### config.mk
export PLATFORM = sky130hd
export DESIGN_NAME = xcorr_peak_detect
export DESIGN_NICKNAME = d
export VERILOG_FILES = /design/src/rtl/xcorr_pkg.sv /design/src/rtl/xcorr_mag_sq.sv /design/src/rtl/xcorr_peak_detect.sv
export SDC_FILE = /design/constraint.sdc
export NUM_CORES = 2
export LEC_CHECK = 0
export ABC_AREA = 1
export CORE_MARGIN = 2
export CORE_UTILIZATION = 55
export DETAILED_ROUTE_END_ITERATION = 12
export PLACE_DENSITY = 0.72
export SLEW_MARGIN = 25
export SYNTH_ARGS = -nofsm -noshare
export SYNTH_HDL_FRONTEND = slang
export SYNTH_HIERARCHICAL = 1
export SYNTH_SLANG_ARGS = --single-unit
### constraint.sdc
create_clock -name clk -period 6.7 [get_ports clk]
set_input_delay 0.67 -clock clk [delete_from_list [all_inputs] [get_ports clk]]
set_output_delay 0.67 -clock clk [all_outputs]
set_load 0.01 [all_outputs]
### src/rtl/xcorr_pkg.sv
// Shared widths and the result record for the cross-correlation peak detector.
package xcorr_pkg;

  localparam int XCORR_IDX_W = 10;
  localparam int XCORR_MAG_W = 32;

  typedef struct packed {
    logic [XCORR_MAG_W-1:0] mag;
    logic [XCORR_IDX_W-1:0] idx;
    logic [4:0]             exp;
    logic                   det;
    logic                   err;
  } xcorr_peak_t;

endpackage

### src/rtl/xcorr_mag_sq.sv
// Three-register |x|^2 pipeline (input, squares, sum) with valid/eop/exponent
// carried alongside the data.
module xcorr_mag_sq
  import xcorr_pkg::*;
(
  input  logic                   clk,
  input  logic                   rst,
  input  logic                   ival,
  input  logic signed [15:0]     idata_i,
  input  logic signed [15:0]     idata_q,
  input  logic [4:0]             iexp,
  input  logic                   ieop,
  output logic                   ovld,
  output logic                   oeop,
  output logic [4:0]             oexp,
  output logic [XCORR_MAG_W-1:0] omag
);

  function automatic logic signed [31:0] sq32(input logic signed [15:0] x);
    logic signed [31:0] xe;
    xe = {{16{x[15]}}, x};
    return xe * xe;
  endfunction

  logic signed [15:0]     i_p0_q, i_p0_d, q_p0_q, q_p0_d;
  logic [4:0]             exp_p0_q, exp_p0_d, exp_p1_q, exp_p1_d, exp_p2_q, exp_p2_d;
  logic                   vld_p0_q, vld_p0_d, vld_p1_q, vld_p1_d, vld_p2_q, vld_p2_d;
  logic                   eop_p0_q, eop_p0_d, eop_p1_q, eop_p1_d, eop_p2_q, eop_p2_d;
  logic signed [31:0]     i_sq_p1_q, i_sq_p1_d, q_sq_p1_q, q_sq_p1_d;
  logic [XCORR_MAG_W-1:0] mag_p2_q, mag_p2_d;

  always_comb begin
    // p0: sample capture
    i_p0_d    = idata_i;
    q_p0_d    = idata_q;
    exp_p0_d  = iexp;
    vld_p0_d  = ival;
    eop_p0_d  = ival & ieop;
    // p1: squares; each is at most 2^30 so the signed 32-bit product is exact
    i_sq_p1_d = sq32(i_p0_q);
    q_sq_p1_d = sq32(q_p0_q);
    exp_p1_d  = exp_p0_q;
    vld_p1_d  = vld_p0_q;
    eop_p1_d  = eop_p0_q;
    // p2: unsigned sum, peaks at 0x80000000 so it never wraps
    mag_p2_d  = $unsigned(i_sq_p1_q) + $unsigned(q_sq_p1_q);
    exp_p2_d  = exp_p1_q;
    vld_p2_d  = vld_p1_q;
    eop_p2_d  = eop_p1_q;
  end

  always_ff @(posedge clk) begin
    i_p0_q    <= i_p0_d;
    q_p0_q    <= q_p0_d;
    exp_p0_q  <= exp_p0_d;
    i_sq_p1_q <= i_sq_p1_d;
    q_sq_p1_q <= q_sq_p1_d;
    exp_p1_q  <= exp_p1_d;
    mag_p2_q  <= mag_p2_d;
    exp_p2_q  <= exp_p2_d;
  end

  always_ff @(posedge clk) begin
    if (rst) begin
      vld_p0_q <= 1'b0;
      eop_p0_q <= 1'b0;
      vld_p1_q <= 1'b0;
      eop_p1_q <= 1'b0;
      vld_p2_q <= 1'b0;
      eop_p2_q <= 1'b0;
    end else begin
      vld_p0_q <= vld_p0_d;
      eop_p0_q <= eop_p0_d;
      vld_p1_q <= vld_p1_d;
      eop_p1_q <= eop_p1_d;
      vld_p2_q <= vld_p2_d;
      eop_p2_q <= eop_p2_d;
    end
  end

  assign ovld = vld_p2_q;
  assign oeop = eop_p2_q;
  assign oexp = exp_p2_q;
  assign omag = mag_p2_q;

endmodule

### src/rtl/xcorr_peak_detect.sv
// Per-frame |x|^2 peak search over the correlator IFFT output.
// Build option XCORR_PEAK_PAR_EN adds a peak-to-average gate on the detection flag.
module xcorr_peak_detect
  import xcorr_pkg::*;
#(
  parameter int IDX_W     = 10,
  parameter int MAG_W     = 32,
  parameter int PAR_SHIFT = 4
) (
  input  logic               clk,
  input  logic               rst,
  input  logic               ival,
  input  logic signed [15:0] idata_i,
  input  logic signed [15:0] idata_q,
  input  logic [4:0]         iexp,
  input  logic               ieop,
  input  logic [MAG_W-1:0]   threshold,
  output logic [MAG_W-1:0]   opeak_mag,
  output logic [IDX_W-1:0]   opeak_idx,
  output logic [4:0]         oexp,
  output logic               odet,
  output logic               oerr,
  output logic               oval
);

  localparam int ACC_W = MAG_W + IDX_W;
  localparam logic [IDX_W-1:0] IDX_MAX = '1;

  // The shifted peak must fit in the accumulator width without truncation.
  if (PAR_SHIFT < 0 || PAR_SHIFT > IDX_W) begin : g_bad_par_shift
    $error("PAR_SHIFT must lie in 0..IDX_W");
  end

  logic             m_vld, m_eop;
  logic [4:0]       m_exp;
  logic [MAG_W-1:0] m_mag;

  xcorr_mag_sq u_mag_sq (
    .clk     (clk),
    .rst     (rst),
    .ival    (ival),
    .idata_i (idata_i),
    .idata_q (idata_q),
    .iexp    (iexp),
    .ieop    (ieop),
    .ovld    (m_vld),
    .oeop    (m_eop),
    .oexp    (m_exp),
    .omag    (m_mag)
  );

  logic [IDX_W-1:0] cnt_q, cnt_d, pk_idx_q, pk_idx_d, cand_idx;
  logic             full_q, full_d, err_q, err_d, oval_q, oval_d;
  logic [MAG_W-1:0] pk_mag_q, pk_mag_d, cand_mag;
  logic             first, upd, cand_err, det;
  xcorr_peak_t      res_q, res_d;
`ifdef XCORR_PEAK_PAR_EN
  logic [ACC_W-1:0] sum_q, sum_d, cand_sum;
`endif

  always_comb begin
    // full_q distinguishes a saturated counter from a fresh frame at index 0
    first    = (cnt_q == '0) && !full_q;
    upd      = first || (m_mag > pk_mag_q);
    cand_mag = upd ? m_mag : pk_mag_q;
    cand_idx = upd ? cnt_q : pk_idx_q;
    cand_err = err_q | full_q;
`ifdef XCORR_PEAK_PAR_EN
    cand_sum = first ? ACC_W'(m_mag) : sum_q + ACC_W'(m_mag);
    det      = (cand_mag > threshold) &&
               ((ACC_W'(cand_mag) << PAR_SHIFT) > cand_sum);
    sum_d    = sum_q;
`else
    det      = cand_mag > threshold;
`endif
    cnt_d    = cnt_q;
    full_d   = full_q;
    err_d    = err_q;
    pk_mag_d = pk_mag_q;
    pk_idx_d = pk_idx_q;
    res_d    = res_q;
    oval_d   = 1'b0;

    if (m_vld) begin
      if (m_eop) begin
        cnt_d     = '0;
        full_d    = 1'b0;
        err_d     = 1'b0;
`ifdef XCORR_PEAK_PAR_EN
        sum_d     = '0;
`endif
        res_d.mag = cand_mag;
        res_d.idx = XCORR_IDX_W'(cand_idx);
        res_d.exp = m_exp;
        res_d.det = det;
        res_d.err = cand_err;
        oval_d    = 1'b1;
      end else begin
        pk_mag_d = cand_mag;
        pk_idx_d = cand_idx;
        err_d    = cand_err;
`ifdef XCORR_PEAK_PAR_EN
        sum_d    = cand_sum;
`endif
        if (cnt_q == IDX_MAX) full_d = 1'b1;
        else                  cnt_d  = cnt_q + IDX_W'(1);
      end
    end
  end

  always_ff @(posedge clk) begin
    if (rst) begin
      cnt_q    <= '0;
      full_q   <= 1'b0;
      err_q    <= 1'b0;
      pk_mag_q <= '0;
      pk_idx_q <= '0;
      res_q    <= '0;
      oval_q   <= 1'b0;
`ifdef XCORR_PEAK_PAR_EN
      sum_q    <= '0;
`endif
    end else begin
      cnt_q    <= cnt_d;
      full_q   <= full_d;
      err_q    <= err_d;
      pk_mag_q <= pk_mag_d;
      pk_idx_q <= pk_idx_d;
      res_q    <= res_d;
      oval_q   <= oval_d;
`ifdef XCORR_PEAK_PAR_EN
      sum_q    <= sum_d;
`endif
    end
  end

  assign opeak_mag = res_q.mag;
  assign opeak_idx = res_q.idx[IDX_W-1:0];
  assign oexp      = res_q.exp;
  assign odet      = res_q.det;
  assign oerr      = res_q.err;
  assign oval      = oval_q;

endmodule

==> flow_metrics.env <==
export IMPL_regArea_um2=5025
export IMPL_setup_viol_count_final=0
export IMPL_cts_sinks=251
export IMPL_fill_cells=5159
export IMPL_track_usage_pct=24.58
export IMPL_synth_top_cells_by_area="fa_1 (30%), dfxtp_1 (16%), inv_1 (13%), nand2_1 (12%), ha_1 (11%)"
export IMPL_ys_warn_count=6
export IMPL_ys_types=44
export IMPL_layout_nets=4959
export IMPL_slew_viol_final=0
export IMPL_grt_max_degree=53
export IMPL_vias=24430
export IMPL_critPathKind="flip-flop to flip-flop"
export IMPL_cts_max_level=1
export IMPL_die_area_um2=58500
export IMPL_avgRoutedWirePerCell_um=14.11
export IMPL_overflow=0
export IMPL_end_kind="flip-flop"
export IMPL_syn_cell_area_um2=31120
export IMPL_grt_antenna_before_repair=0
export IMPL_hold_buffers=0
export IMPL_grt_pass1_vias=24810
export IMPL_maxSlewHeadroom_pct=41.86
export IMPL_die_width_um=241.9
export IMPL_wirelength_um=69430
export IMPL_worstPathRequired_ps=7150
export IMPL_grt_pass1_wl_um=119400
export IMPL_syn_inst=4061
export IMPL_cap_violations=0
export IMPL_synth_nets=4878
export IMPL_die_h_um=241.9
export IMPL_yosysSeqAreaShare_pct=16.15
export IMPL_synthToLayoutAreaGrowth_pct=9.654
export IMPL_avgSynthCellArea_um2=7.663
export IMPL_gp_congestion=0.9612
export IMPL_drtPass1Iterations=5
export IMPL_drive_gt1_share_pct=4.537
export IMPL_cts_root_buffer_cell="clkbuf_16"
export IMPL_start_util_pct=55.40
export IMPL_ys_seq_elements=251
export IMPL_max_freq_ghz=0.1636
export IMPL_port_buffers=122
export IMPL_final_min_clock_period_ps=6113
export IMPL_yosys_area_top_type="fa_1"
export IMPL_worstPathArrival_ps=6560
export IMPL_synth_top_area_share_pct=30.11
export IMPL_tritoncts="yes"
export IMPL_worst_path_max_fanout=23
export IMPL_worst_pin_slew_ps=870.9
export IMPL_worst_hold_path_type="flip-flop to flip-flop"
export IMPL_viasPerCell=4.964
export IMPL_rows=87
export IMPL_crit_path_start_kind="flip-flop"
export IMPL_multi_input_area_um2=21560
export IMPL_drc=0
export IMPL_cts_path_max_buffers=3
export IMPL_clk_pin_slew_worst_paths_ps=70
export IMPL_n_antenna_cell=0
export IMPL_cts_buffers_inserted=31
export IMPL_floorplan_core_area_um2=56170
export IMPL_final_hold_viol_count=0
export IMPL_ios=123
export IMPL_rsz0062_at_grt="false"
export IMPL_cts_setup_buffers=0
export IMPL_cts_resized_gates=0
export IMPL_finClkSkew_ps=31.53
export IMPL_clock_latency_ps=590
export IMPL_ant_nets=0
export IMPL_finalCritPeriodShare_pct=91.23
export IMPL_outcome="finished, final reports clean"
export IMPL_tns_ps=0
export IMPL_drt_iter0_markers=1407
export IMPL_hpwl_um=58070
[cells in the mapped netlist, drive strengths merged]
| master | n |
|---|---|
| nand2 | 1097 |
| inv | 1085 |
| fa | 468 |
| ha | 276 |
| dfxtp | 251 |
| nand3 | 203 |
| nor2 | 175 |
| a21oi | 149 |
| clkbuf | 81 |
| xor2 | 63 |
| nand4 | 42 |
| o21ai | 35 |
| nor3 | 30 |
| o21bai | 24 |
| buf | 21 |
| xnor2 | 10 |
| nand3b | 8 |
| and2 | 7 |
| a21o | 6 |
| o21a | 6 |
| a22o | 5 |
| or2 | 5 |
| a31o | 4 |
| o211ai | 3 |
| a31oi | 2 |
| clkinv | 2 |
| a211oi | 1 |
| nor3b | 1 |
| nor4 | 1 |
[layout make-up]
type	instances	area share, %
Multi-Input combinational cell	2621	63.19
Sequential cell	251	14.73
Inverter	1087	11.96
Timing Repair Buffer	150	4.180
Tap cell	756	2.772
Clock buffer	38	2.556
Clock inverter	19	0.6197
[logic make-up after synthesis]
family,share of synthesized area (%)
buffers and inverters,14.61
AND/OR/NAND/NOR,21.75
adder cells (fa/ha/maj),41.20
flip-flops,16.15
XOR/XNOR,2.055
AO/OA/AOI/OAI,4.230
[flip-flops by register name, indices dropped and copies added (netlist names), 5 cells and up]
| signal | count |
|---|---|
| u_mag_sq/exp_p0_q | 5 |
| u_mag_sq/i_sq_p1_q | 31 |
| pk_idx_q | 10 |
| u_mag_sq/omag | 32 |
| pk_mag_q | 32 |
| u_mag_sq/q_sq_p1_q | 31 |
| oexp | 5 |
| cnt_q | 10 |
| u_mag_sq/exp_p1_q | 5 |
| opeak_mag | 32 |
| opeak_idx | 10 |
| u_mag_sq/q_p0_q | 16 |
| u_mag_sq/oexp | 5 |
| u_mag_sq/i_p0_q | 16 |
[worst max-delay path, stage by stage (launching register included)]
cell and delay (ps):
dfxtp_1 840, nand2_1 280, fa_1 640, inv_1 70
fa_1 830, fa_1 530, fa_1 510, fa_1 490
inv_1 50, fa_1 470, inv_1 40, ha_1 350
nand2_1 140, nor2_1 220, nand2_1 110, nor3_1 140
nand2_1 100, nand4_1 100, nand2_1 70
[stage by stage]
| step | worst slack [ps] | std cells | area (um^2) | hold WS (ps) | util (%) |
|---|---|---|---|---|---|
| after floorplan | 1223 | 4061 | 31120 | 309.6 | - |
| after global placement | 754.3 | 4865 | 33040 | 311.3 | 58.82 |
| after detailed placement | 649.0 | 4865 | 33040 | 312.1 | 58.82 |
| after CTS | 624.8 | 4922 | 34120 | 328.7 | 60.75 |
| after global routing | 134.5 | 4922 | 34120 | 335.4 | 60.75 |
| final | 587.3 | 4922 | 34120 | 325.8 | 60.75 |
[layer usage]
layer | track usage [%] | wire length, um | vias to the layer above
met1 | 33.17 | 30850 | 11630
met5 | 0 | 0 | -
met3 | 2.486 | 3308 | 103
met2 | 42.40 | 33460 | 560
li1 | - | - | 12140
met4 | 6.463 | 1813 | 0
[final timing paths]
kind / from / end / slack (ps) / cells after the start
worst max-delay path: u_mag_sq/i_p0_q[15] / u_mag_sq/i_sq_p1_q[28] / 590 / 18
worst min-delay path: u_mag_sq/exp_p1_q[1] / u_mag_sq/oexp[1] / 330 / 0
worst max register to register: u_mag_sq/i_p0_q[15] / u_mag_sq/i_sq_p1_q[28] / 590 / 18
worst min register to register: u_mag_sq/exp_p1_q[1] / u_mag_sq/oexp[1] / 330 / 0
[placed cells by master (no fill, tap or decap), types with 7 or more instances in the layout]
master,n
clkdlybuf4s50_1,121
nand2_2,36
nor2_2,8
clkbuf_8,7
nor3_1,28
clkbuf_16,31
nor2_1,165
nand2_1,1029
inv_1,1079
nand3b_1,8
and2_1,7
dfxtp_1,251
xor2_1,63
buf_4,28
ha_1,276
xnor2_1,10
a21oi_1,149
o21bai_1,24
nand3_1,199
nand2_4,31
fa_1,468
nand4_1,40
o21ai_0,31
Power is not shown: default switching activity piles up to over one toggle a cycle in this logic, so the estimate is an artifact.
